`src/rtl/regfile_rd2w1.sv`:
```
// Two-read, one-write register file with a falling-edge datapath, registered
// reads with write-through bypass, and a sequencer that zeroes every entry.
module regfile_rd2w1 #(
  parameter int WIDTH  = 32,
  parameter int ADDR_W = 5
) (
  input  logic              clk,
  input  logic              rst_n,
  input  logic              clr,
  input  logic              we,
  input  logic [ADDR_W-1:0] waddr,
  input  logic [WIDTH-1:0]  wdata,
  input  logic              re,
  input  logic [ADDR_W-1:0] raddr_a,
  input  logic [ADDR_W-1:0] raddr_b,
  output logic [WIDTH-1:0]  rdata_a,
  output logic [WIDTH-1:0]  rdata_b,
  output logic              rvalid,
  output logic              busy,
  output logic              wr_drop
);

  localparam int DEPTH = 2 ** ADDR_W;

  typedef enum logic {
    CLEAR = 1'b0,
    IDLE  = 1'b1
  } state_t;

  state_t            state_reg, state_next;
  logic [ADDR_W-1:0] idx_reg, idx_next;

  logic [WIDTH-1:0]  mem [DEPTH];

  logic              mem_we;
  logic [ADDR_W-1:0] mem_waddr;
  logic [WIDTH-1:0]  mem_wdata;
  logic              rd_load;
  logic              rvalid_next;
  logic              wr_drop_next;
  logic [WIDTH-1:0]  rd_a_val, rd_b_val;

  always_ff @(negedge clk) begin
    if (!rst_n) begin
      state_reg <= CLEAR;
      idx_reg   <= '0;
    end else begin
      state_reg <= state_next;
      idx_reg   <= idx_next;
    end
  end

  always_comb begin
    state_next   = state_reg;
    idx_next     = idx_reg;
    mem_we       = 1'b0;
    mem_waddr    = waddr;
    mem_wdata    = wdata;
    rd_load      = 1'b0;
    rvalid_next  = 1'b0;
    wr_drop_next = 1'b0;
    case (state_reg)
      CLEAR: begin
        mem_we       = 1'b1;
        mem_waddr    = idx_reg;
        mem_wdata    = '0;
        idx_next     = idx_reg + 1'b1;
        wr_drop_next = we;
        if (idx_reg == {ADDR_W{1'b1}})
          state_next = IDLE;
      end
      default: begin
        if (clr) begin
          state_next   = CLEAR;
          idx_next     = '0;
          wr_drop_next = we;
        end else begin
          mem_we      = we && (waddr != '0);
          rd_load     = re;
          rvalid_next = re;
        end
      end
    endcase
  end

  // Address 0 is hardwired to zero; a write landing on the read address bypasses the array.
  always_comb begin
    rd_a_val = mem[raddr_a];
    rd_b_val = mem[raddr_b];
    if (raddr_a == '0)
      rd_a_val = '0;
    else if (we && (waddr == raddr_a))
      rd_a_val = wdata;
    if (raddr_b == '0)
      rd_b_val = '0;
    else if (we && (waddr == raddr_b))
      rd_b_val = wdata;
  end

  always_ff @(negedge clk) begin
    if (rst_n && mem_we)
      mem[mem_waddr] <= mem_wdata;
  end

  always_ff @(negedge clk) begin
    if (!rst_n) begin
      rdata_a <= '0;
      rdata_b <= '0;
      rvalid  <= 1'b0;
      wr_drop <= 1'b0;
    end else begin
      rvalid  <= rvalid_next;
      wr_drop <= wr_drop_next;
      if (rd_load) begin
        rdata_a <= rd_a_val;
        rdata_b <= rd_b_val;
      end
    end
  end

  assign busy = (state_reg == CLEAR);

endmodule
```
`config.mk`:
```
export PLATFORM = sky130hd
export DESIGN_NAME = regfile_rd2w1
export DESIGN_NICKNAME = d
export VERILOG_FILES = /design/src/rtl/regfile_rd2w1.sv
export SDC_FILE = /design/constraint.sdc
export NUM_CORES = 2
export LEC_CHECK = 0
export BUFFER_PORTS_ARGS = -buffer_cell sky130_fd_sc_hd__clkbuf_2
export CAP_MARGIN = 20
export CELL_PAD_IN_SITES_DETAIL_PLACEMENT = 0
export CELL_PAD_IN_SITES_GLOBAL_PLACEMENT = 2
export CORE_ASPECT_RATIO = 2
export CORE_UTILIZATION = 45
export DETAILED_ROUTE_END_ITERATION = 8
export GPL_ROUTABILITY_DRIVEN = 0
export HOLD_SLACK_MARGIN = 0.05
export PLACE_DENSITY = 0.87
export SLEW_MARGIN = 5
export SYNTH_ARGS = -nofsm -noshare
export SYNTH_HDL_FRONTEND = slang
export SYNTH_SLANG_ARGS = --single-unit
export TNS_END_PERCENT = 1
```
`constraint.sdc`:
```
create_clock -name clk -period 2.94 [get_ports clk]
set_input_delay 0.294 -clock clk [delete_from_list [all_inputs] [get_ports clk]]
set_output_delay 0.294 -clock clk [all_outputs]
set_load 0.1 [all_outputs]
```
==> results.md <==
- Setup CP Type: input pin to flop
- Cell Pwr Density: 601 nW/µm²
- Antenna violations before repair: 4
- Worst slew margin: 21.4%
- Largest net degree at the start of global routing: 55
- Max cap viols: 0
- Worst-path maximum fanout: 7
- Most common cell after layout, fill and taps aside: inv_1
- Clock transition at path regs: 0.04 ns
- Slowest CP cell: a222oi_1
- Maximum vdd drop: 0.550 mV
- Max Root-Sink Buffers: 3
- CP required: 2.04 ns
- Die span in x: 238 µm
- Hold_sp: rdata_b[10]
- Layout cells sized above 1: 34.8%
- Number of remaining DRC errors: 0
- Clk Latency, worst-skew pair: 0.75 ns
- Top flop regs: mem x1024, rdata_a x32, rdata_b x32
- Post-synth EDFFs: 1024
- CTS tree: built
- R2R Path End: rdata_a[19]
- Most frequent cells in the layout: inv_1 (1117), edfxtp_1 (1024), mux4_2 (543)
- Failing checks: negative setup slack
- Path depth of the worst reg2reg path: 7
- Min setup slack post-route: -0.344 ns
- Unrepaired setup endpoints after global routing: yes
- Synth Flop Type: edfxtp_1
- Cells on Worst Hold Path: 2
- Non-filler instance count after layout: 5638
- Synth Area per Inst: 19.8 µm²
- Drt total wl: 180000 µm
- Initial DRC count: 4501
- CP most frequent cell: buf_16
- Clock Sinks: 1096
- Final setup skew: 0.0445 ns
- Fill cells: 7722
- CTS Hold Buffers Added: 0
- Crit path DAT: 2.38 ns
- Area share of the largest cell type after synthesis: 61.4%
- Vias post-DR: 35600
- Post-route ant nets: 0
- CP max stage delay: 0.82 ns
- Max reg flops: 1024
- Dpl ws: -1.36 ns
- Vias in the first global route: 39400
- Syn Nets: 2581
- Area Overhead vs Synth: 33.1%
- Least-Margin Pin Slew: 1.18 ns
- Cells after DPL: 4337
- Cell row count: 172
- Number of nets in the layout: 4134
- I/O pin cnt: 119
- Synth Cell Area: 50000 µm²
- Post-Synthesis Cells: 2527
- CTS Buf Count: 99
- Cell variety after synth: 39
- Final Hold Vio Count: 0
- Yosys warning total: 0
- RR Startpoint: state_reg
- Endpoint class of the critical path: flop
- Starting Density: 45.5%
- Port Buf Inserts: 118
- Root buf cell: clkbuf_16
- Final setup violation count: 99
- Leak pwr: 26.7 nW
- Top cells by area, synth: edfxtp_1 (61%), mux4_2 (24%), dfxtp_1 (2.9%), mux2i_1 (2.6%), a22oi_1 (2.0%)
- Post-synth ARST share: 0%
- DR vias/cell: 6.32
- Overflow after GRT: 0
- Run status: finished with violations
- Crit-path cells: buf_16 > buf_16 > mux4_2 > a22oi_2 > nand2_1 > a222oi_1 > a21oi_1
- GR Util All Layers: 32.4%
- DP HPWL: 113000 µm
- Die area: 113000 µm²
- Sum of negative setup slack: -9.65 ns
- Die Y: 474 µm
- CTS H-tree lvls: 3
- WHS Endpoint: rdata_b[10]
- Cell taking the most area after synthesis: edfxtp_1
- DR WL/cell: 32.0 µm
- Yosys reg bits: 1096
- Top reg by flops: mem
- Pre-antenna DRT Iters: 8
- Setup crit start kind: input pin
- Hold crit path type: flop to flop
- Part of the Yosys area used for sequential elements: 64.3%
- First-pass GRT wire length: 254000 µm
- Final Max Tran Viols: 0
- Core Footprint: 110000 µm²
- R2r setup slk: 0.38 ns
-- how the worst max path moves through the flow --
stage / start / end / slack (ns) / cells past startpoint
2_1_floorplan: clr / mem[26][0] / -0.59 / 5
3_3_place_gp: raddr_a[0] / rdata_a[19] / -1.36 / 9
3_5_place_dp: raddr_a[0] / rdata_a[19] / -1.36 / 9
4_1_cts: waddr[1] / rdata_a[19] / -0.24 / 9
5_1_grt: raddr_a[0] / rdata_a[19] / -0.28 / 7
6_report: raddr_a[0] / rdata_a[19] / -0.34 / 7
-- per-layer routing --
layer / global-route usage (%) / vias up / part of all wire, %
met5: 0 / - / 0.025
met4: 28.3 / 6 / 8.6
met3: 9.75 / 786 / 12
met2: 52.4 / 2789 / 50
met1: 34.2 / 17900 / 30
li1: - / 14100 / -
-- where the power goes --
| part | switching [mW] | internal, mW |
|---|---|---|
| clock | 10.1 | 9.82 |
| sequential | 0.0454 | 17.0 |
| combinational | 1.61 | 1.50 |
| total | 11.8 | 28.3 |
-- Yosys cell counts, drive strengths merged (3+ instances only) --
cell    number
dfxtp       72
nand2      112
nor3         3
o21ai       65
edfxtp    1024
buf        100
a222oi      32
inv          7
nor2b        5
mux2i      128
and3         4
nor2        50
xnor2        6
nand3        3
clkbuf     109
a22oi      130
a21oi       39
mux4       543
a32oi       34
xor2         6
and2        35
-- critical path: cells and delay by family --
kind / cells / cell delay, ns
AOI/OAI and AO/OA: 3 / 1.16
buffers and inverters: 2 / 0.29
muxes: 1 / 0.52
and+or+nand+nor: 1 / 0.09
-- final cells by class --
type / instances / area, µm² / share of cell area (%)
Sequential cell: 1096 / 32400 / 48.6
Clock inverter: 1175 / 5040 / 7.56
Clock buffer: 100 / 2500 / 3.76
Multi-Input combinational cell: 1214 / 17500 / 26.2
Inverter: 7 / 26.3 / 0.0394
Antenna cell: 1 / 2.50 / 0.00376
Timing Repair Buffer: 566 / 7350 / 11.0
Tap cell: 1479 / 1850 / 2.78
-- cell families (layout without fill, tap and decap cells) --
group,after synthesis,after routing,synth area share [%]
simple gates,218,218,1.91
compound gates,311,311,4.41
buf+inv,217,1848,2.11
fa+ha+maj,2,2,0.0500
xor+xnor,12,12,0.210
flops,1096,1096,64.3
other cells,0,1,0
mux,671,671,27.0
-- metrics by stage --
stage,cell area (µm²),power [mW],utilization (%),hold slack (ns)
after global routing,66600,42.0,60.6,0.516
after floorplan,50400,21.1,-,0.562
final,66600,40.1,60.6,0.491
after global placement,57600,22.3,52.4,0.474
after CTS,66300,40.3,60.3,0.492
after detailed placement,57600,22.4,52.4,0.473
-- timing repair --
item | 4_1_cts | 5_1_grt
cloned | 3 | 2
endpoints found under the setup margin | 253 | 396
setup buffers | 23 | 0
resized for setup | 255 | 68
pin swaps | 34 | 30
No activity file was read; power rests on OpenSTA's default activity.
